### config.mk
export PLATFORM = sky130hd
export DESIGN_NAME = axis_fft_ifft_8point
export DESIGN_NICKNAME = d
export VERILOG_FILES = /design/src/rtl/axis_fft_ifft_8point.sv
export SDC_FILE = /design/constraint.sdc
export NUM_CORES = 2
export LEC_CHECK = 0
export CAP_MARGIN = 5
export CORE_ASPECT_RATIO = 0.7
export CORE_MARGIN = 3
export CORE_UTILIZATION = 35
export DETAILED_ROUTE_END_ITERATION = 8
export PLACE_DENSITY = 0.61
export SLEW_MARGIN = 20
export SYNTH_ARGS = -nofsm -noshare
export SYNTH_HDL_FRONTEND = slang
export SYNTH_SLANG_ARGS = --single-unit
### constraint.sdc
create_clock -name s_axis_aclk -period 25.5 [get_ports s_axis_aclk]
set_input_delay 2.55 -clock s_axis_aclk [delete_from_list [all_inputs] [get_ports s_axis_aclk]]
set_output_delay 2.55 -clock s_axis_aclk [all_outputs]
set_load 0.01 [all_outputs]
### src/rtl/axis_fft_ifft_8point.sv
// 8-point radix-2 DIT FFT/IFFT on AXI4-Stream: one full complex frame per beat,
// four register stages with a single shared enable driven by output backpressure.
module axis_fft_ifft_8point #(
  parameter int DATA_W    = 8,
  parameter int OUT_W     = 32,
  parameter int TWID_W    = 16,
  parameter int SCALE_INV = 1
) (
  input  logic                  s_axis_aclk,
  input  logic                  s_axis_areset,
  input  logic                  s_axis_tvalid,
  output logic                  s_axis_tready,
  input  logic [16*DATA_W-1:0]  s_axis_tdata,
  input  logic                  s_axis_tuser,
  input  logic                  s_axis_tlast,
  output logic                  m_axis_tvalid,
  input  logic                  m_axis_tready,
  output logic [16*OUT_W-1:0]   m_axis_tdata,
  output logic                  m_axis_tuser,
  output logic                  m_axis_tlast,
  output logic [31:0]           frame_count
);
  localparam int W1 = DATA_W + 1;
  localparam int W2 = DATA_W + 2;
  localparam int W3 = DATA_W + 4;
  localparam int PW = W2 + TWID_W + 2;
  localparam int TWC_I = int'(0.70710678 * (2.0 ** (TWID_W - 1)));
  localparam logic signed [TWID_W:0] TWC = TWC_I[TWID_W:0];

  logic ce;
  assign ce = m_axis_tready | ~m_axis_tvalid;
  assign s_axis_tready = ce;

  // (+/-a*C +/- b*C) at full width, then floor-shifted back to sample scale
  function automatic logic signed [W3-1:0] tw_prod(input logic signed [W2-1:0] a,
                                                   input logic signed [W2-1:0] b,
                                                   input logic neg_a, input logic neg_b);
    logic signed [PW-1:0] pa, pb, sum;
    pa = PW'(a) * PW'(TWC);
    pb = PW'(b) * PW'(TWC);
    if (neg_a) pa = -pa;
    if (neg_b) pb = -pb;
    sum = pa + pb;
    sum = sum >>> (TWID_W - 1);
    return sum[W3-1:0];
  endfunction

  function automatic logic signed [OUT_W-1:0] out_scale(input logic signed [W3-1:0] x,
                                                        input logic inv);
    logic signed [W3-1:0] y;
    y = (inv && SCALE_INV != 0) ? (x >>> 3) : x;
    return OUT_W'(y);
  endfunction

  logic signed [DATA_W-1:0] xr_p0 [8];
  logic signed [DATA_W-1:0] xi_p0 [8];
  logic                     vld_p0, inv_p0, last_p0;
  logic signed [W1-1:0]     ur_p1 [8];
  logic signed [W1-1:0]     ui_p1 [8];
  logic                     vld_p1, inv_p1, last_p1;
  logic signed [W2-1:0]     qr_p2 [8];
  logic signed [W2-1:0]     qi_p2 [8];
  logic                     vld_p2, inv_p2, last_p2;
  logic signed [W3-1:0]     wr [4];
  logic signed [W3-1:0]     wi [4];
  logic signed [OUT_W-1:0]  yr [8];
  logic signed [OUT_W-1:0]  yi [8];

  // S0: capture the input frame
  always_ff @(posedge s_axis_aclk or posedge s_axis_areset) begin
    if (s_axis_areset) begin
      vld_p0 <= 1'b0; inv_p0 <= 1'b0; last_p0 <= 1'b0;
      for (int n = 0; n < 8; n++) begin
        xr_p0[n] <= '0; xi_p0[n] <= '0;
      end
    end else if (ce) begin
      vld_p0  <= s_axis_tvalid;
      inv_p0  <= s_axis_tuser;
      last_p0 <= s_axis_tlast;
      for (int n = 0; n < 8; n++) begin
        xr_p0[n] <= s_axis_tdata[n*2*DATA_W + DATA_W +: DATA_W];
        xi_p0[n] <= s_axis_tdata[n*2*DATA_W +: DATA_W];
      end
    end
  end

  // S1: 2-point butterflies; group g pairs sample bitrev2(g) with bitrev2(g)+4
  always_ff @(posedge s_axis_aclk or posedge s_axis_areset) begin
    if (s_axis_areset) begin
      vld_p1 <= 1'b0; inv_p1 <= 1'b0; last_p1 <= 1'b0;
      for (int n = 0; n < 8; n++) begin
        ur_p1[n] <= '0; ui_p1[n] <= '0;
      end
    end else if (ce) begin
      vld_p1  <= vld_p0;
      inv_p1  <= inv_p0;
      last_p1 <= last_p0;
      for (int g = 0; g < 4; g++) begin
        ur_p1[2*g]   <= W1'(xr_p0[2*(g%2)+g/2]) + W1'(xr_p0[2*(g%2)+g/2+4]);
        ui_p1[2*g]   <= W1'(xi_p0[2*(g%2)+g/2]) + W1'(xi_p0[2*(g%2)+g/2+4]);
        ur_p1[2*g+1] <= W1'(xr_p0[2*(g%2)+g/2]) - W1'(xr_p0[2*(g%2)+g/2+4]);
        ui_p1[2*g+1] <= W1'(xi_p0[2*(g%2)+g/2]) - W1'(xi_p0[2*(g%2)+g/2+4]);
      end
    end
  end

  // S2: 4-point combine; slots 0..3 hold the even half, 4..7 the odd half
  always_ff @(posedge s_axis_aclk or posedge s_axis_areset) begin
    if (s_axis_areset) begin
      vld_p2 <= 1'b0; inv_p2 <= 1'b0; last_p2 <= 1'b0;
      for (int n = 0; n < 8; n++) begin
        qr_p2[n] <= '0; qi_p2[n] <= '0;
      end
    end else if (ce) begin
      vld_p2  <= vld_p1;
      inv_p2  <= inv_p1;
      last_p2 <= last_p1;
      for (int h = 0; h < 2; h++) begin
        qr_p2[4*h]   <= W2'(ur_p1[4*h]) + W2'(ur_p1[4*h+2]);
        qi_p2[4*h]   <= W2'(ui_p1[4*h]) + W2'(ui_p1[4*h+2]);
        qr_p2[4*h+2] <= W2'(ur_p1[4*h]) - W2'(ur_p1[4*h+2]);
        qi_p2[4*h+2] <= W2'(ui_p1[4*h]) - W2'(ui_p1[4*h+2]);
        qr_p2[4*h+1] <= inv_p1 ? W2'(ur_p1[4*h+1]) - W2'(ui_p1[4*h+3])
                               : W2'(ur_p1[4*h+1]) + W2'(ui_p1[4*h+3]);
        qi_p2[4*h+1] <= inv_p1 ? W2'(ui_p1[4*h+1]) + W2'(ur_p1[4*h+3])
                               : W2'(ui_p1[4*h+1]) - W2'(ur_p1[4*h+3]);
        qr_p2[4*h+3] <= inv_p1 ? W2'(ur_p1[4*h+1]) + W2'(ui_p1[4*h+3])
                               : W2'(ur_p1[4*h+1]) - W2'(ui_p1[4*h+3]);
        qi_p2[4*h+3] <= inv_p1 ? W2'(ui_p1[4*h+1]) - W2'(ur_p1[4*h+3])
                               : W2'(ui_p1[4*h+1]) + W2'(ur_p1[4*h+3]);
      end
    end
  end

  // Odd half times W8^k (conjugated for inverse); k=2 is an exact swap/negate
  always_comb begin
    wr[0] = W3'(qr_p2[4]);
    wi[0] = W3'(qi_p2[4]);
    wr[1] = tw_prod(qr_p2[5], qi_p2[5], 1'b0, inv_p2);
    wi[1] = tw_prod(qr_p2[5], qi_p2[5], ~inv_p2, 1'b0);
    wr[2] = inv_p2 ? -W3'(qi_p2[6]) : W3'(qi_p2[6]);
    wi[2] = inv_p2 ? W3'(qr_p2[6]) : -W3'(qr_p2[6]);
    wr[3] = tw_prod(qr_p2[7], qi_p2[7], 1'b1, inv_p2);
    wi[3] = tw_prod(qr_p2[7], qi_p2[7], ~inv_p2, 1'b1);
    for (int k = 0; k < 4; k++) begin
      yr[k]   = out_scale(W3'(qr_p2[k]) + wr[k], inv_p2);
      yi[k]   = out_scale(W3'(qi_p2[k]) + wi[k], inv_p2);
      yr[k+4] = out_scale(W3'(qr_p2[k]) - wr[k], inv_p2);
      yi[k+4] = out_scale(W3'(qi_p2[k]) - wi[k], inv_p2);
    end
  end

  // S3: output register
  always_ff @(posedge s_axis_aclk or posedge s_axis_areset) begin
    if (s_axis_areset) begin
      m_axis_tvalid <= 1'b0;
      m_axis_tuser  <= 1'b0;
      m_axis_tlast  <= 1'b0;
      m_axis_tdata  <= '0;
    end else if (ce) begin
      m_axis_tvalid <= vld_p2;
      m_axis_tuser  <= inv_p2;
      m_axis_tlast  <= last_p2;
      for (int k = 0; k < 8; k++) begin
        m_axis_tdata[k*2*OUT_W + OUT_W +: OUT_W] <= yr[k];
        m_axis_tdata[k*2*OUT_W +: OUT_W]         <= yi[k];
      end
    end
  end

  always_ff @(posedge s_axis_aclk or posedge s_axis_areset) begin
    if (s_axis_areset)
      frame_count <= 32'd0;
    else if (m_axis_tvalid && m_axis_tready)
      frame_count <= frame_count + 32'd1;
  end

endmodule

==> out/metrics.yaml <==
clock_tree:
  cts_max_level: 3
  post_cts_buffers: 0
  clock_tree.buffer_depth: 3
  cts_hold_buf: 0
  clk_latency_ps: 720
  cts_root_buf: "clkbuf_16"
  clk_pin_slew_ps: 60
  cts.sinks: 648
  cts_buffers: 77
  cts.repair.resized: 0
  cts_tree: "yes"
floorplan:
  row_count: 124
  coreArea_mm2: 0.165
  die_area_mm2: 0.172
  ios: 682
  start_util: 0.355
  fp.dieW_um: 495
  die_h_um: 348
global_route:
  met3_usage: 0.0378
  grt_util_all_layers: 0.205
  grt_pass1_vias: 44200
  grt_use_met1: 0.314
  grt_use_met2: 0.300
  grt_pass1_wl_um: 274000
  grt_max_degree: 147
  grt.busiest_layer: "met1"
  grt_overflow: 0
  antenna_found_initial: 12
hold_path:
  hp-start: "vld_p2"
  worst_hold_path_type: "reg -> reg"
  min_to: "vld_p2"
  holdPathStages: 2
critical_path:
  crit_slowest_cell: "a2111oi_0"
  crit_path_max_incr_delay_ps: 710
  required_ps: 26000
  cp_max_fo: 12
  rrSetupSlack_ps: 15870
  crit_start: "qi_p2[9]"
  critical_path_arrival_ps: 10130
  r2r_start: "qi_p2[9]"
  crit_path_start_kind: "flip-flop"
  worstReg2RegEnd: "m_axis_tdata[490]"
  critPathKind: "reg -> reg"
  reg2regPathDepth: 29
  critPathCaptureType: "flip-flop"
placement:
  dp_cells: 9219
  numPortBuffers: 681
  gp_congestion: 0.901
  pre_cts_ws_ps: 15960
  dp.final_hpwl_um: 149000
final_layout:
  finalNonFillerCells: 9361
  syn2layout_area_growth_pct: 15.9
  fillers: 16300
  final_core_util: 0.412
  final_cell_mix: "ha_1 (811), clkdlybuf4s50_1 (681), nand2_1 (678)"
  mostFrequentLayoutCell: "ha_1"
  nets: 8190
  drive_gt1_frac: 0.0365
job:
  maxCapViolations: 0
sta:
  maxSlewHeadroom: 0.279
  maxSlewViolCount: 0
  tightestPinTransition_ps: 1070
  tns_ps: 0
  setup_viol: 0
  finalHoldViolations: 0
  max_freq_mhz: 104
  setup_ws_ps: 15870
  rsz0062_at_grt: "false"
  period_needed_ps: 9630
  fin_crit_sh: 0.378
  clock-skew-final_ps: 47.7
logic_synthesis:
  seq_area_frac_synth: 0.277
  postSynthAreaPerCell_um2: 8.54
  synth_edf_count: 0
  ys_warn_count: 0
  synthCells: 6853
  yosysTopAreaCell: "dfrtp_1"
  syn_nets: 7950
  synth_top_area_share: 0.277
  synth-seq-cells: 648
  synthFlopType: "dfrtp_1"
  syn_area_mm2: 0.0585
  ys_types: 80
  synthTopCellsByArea: "dfrtp_1 (28%), ha_1 (17%), xnor2_1 (6.7%)"
  synth_async_sr_flop_share: 1.00
routing:
  firstDrtPassIters: 5
  route.detailed.drc: 0
  via_per_inst: 5.01
  dr_total_vias: 46900
  post_drt_wl_per_cell_um: 19.5
  ant_nets: 0
  routed_wl_um: 183000
  drtIter0Drc: 3377
status:
  status: "completed"
[sequential cells by signal, summed over array words and instances, names as in the netlist, 32 cells and up]
signal,count
qr_p2,76
ui_p1,68
ur_p1,68
qi_p2,76
xr_p0,64
m_axis_tdata,188
xi_p0,64
frame_count,32
[layer usage]
metal  vias up  share of wire
met5         -       0.000071
met4         2          0.015
met3       124          0.065
met2      1192           0.42
met1     22500           0.50
li1      23100              -
[worst max path at each step]
stage	end	slack, ps
6_report	m_axis_tdata[490]	15870
5_1_grt	m_axis_tdata[490]	15230
4_1_cts	m_axis_tdata[490]	15880
3_5_place_dp	m_axis_tdata[490]	15960
3_3_place_gp	m_axis_tdata[490]	16110
2_1_floorplan	frame_count[0]	4790
[stage by stage]
step / hold slack (ps) / area, um^2
after floorplan: 430 / 58500
after global placement: 450 / 65100
after detailed placement: 458 / 65100
after CTS: 473 / 67800
after global routing: 489 / 67800
final: 466 / 67800
[worst max-delay path, delay by kind of cell (launching register included)]
family          cells  cell delay, ps
flops               1             590
fa+ha+maj           8            3670
compound gates      9            2440
buf+inv             2             140
simple gates        7            2120
xor+xnor            3             490
[kinds of logic after synthesis]
family                   Yosys count  share of synthesized area
AND/OR/NAND/NOR                 1802                      0.135
flip-flops                       648                      0.277
multiplexers                      78                     0.0144
XOR/XNOR                         592                     0.0903
buffers and inverters           1183                     0.0968
adder cells (fa/ha/maj)          963                      0.225
AO/OA/AOI/OAI                   1587                      0.161
[synthesized netlist by cell type, types with 82 or more instances]
master / count
o21bai_1: 132
inv_1: 627
xnor2_1: 446
nor2_1: 669
buf_4: 324
fa_1: 152
clkbuf_1: 212
o21ai_0: 442
a21oi_1: 618
ha_1: 811
dfrtp_1: 648
a21o_1: 82
xor2_1: 139
nand2_1: 678
[area by class of cell]
| class | instances | area (um^2) | area share |
|---|---|---|---|
| Antenna cell | 1 | 2.50 | 0.0000369 |
| Clock buffer | 100 | 2160 | 0.0319 |
| Clock inverter | 41 | 546 | 0.00805 |
| Inverter | 628 | 2370 | 0.0350 |
| Multi-Input combinational cell | 5022 | 36600 | 0.540 |
| Sequential cell | 648 | 16200 | 0.239 |
| Tap cell | 2205 | 2760 | 0.0407 |
| Timing Repair Buffer | 716 | 7090 | 0.105 |
Power is not shown: default switching activity piles up to over one toggle a cycle in this logic, so the estimate is an artifact.
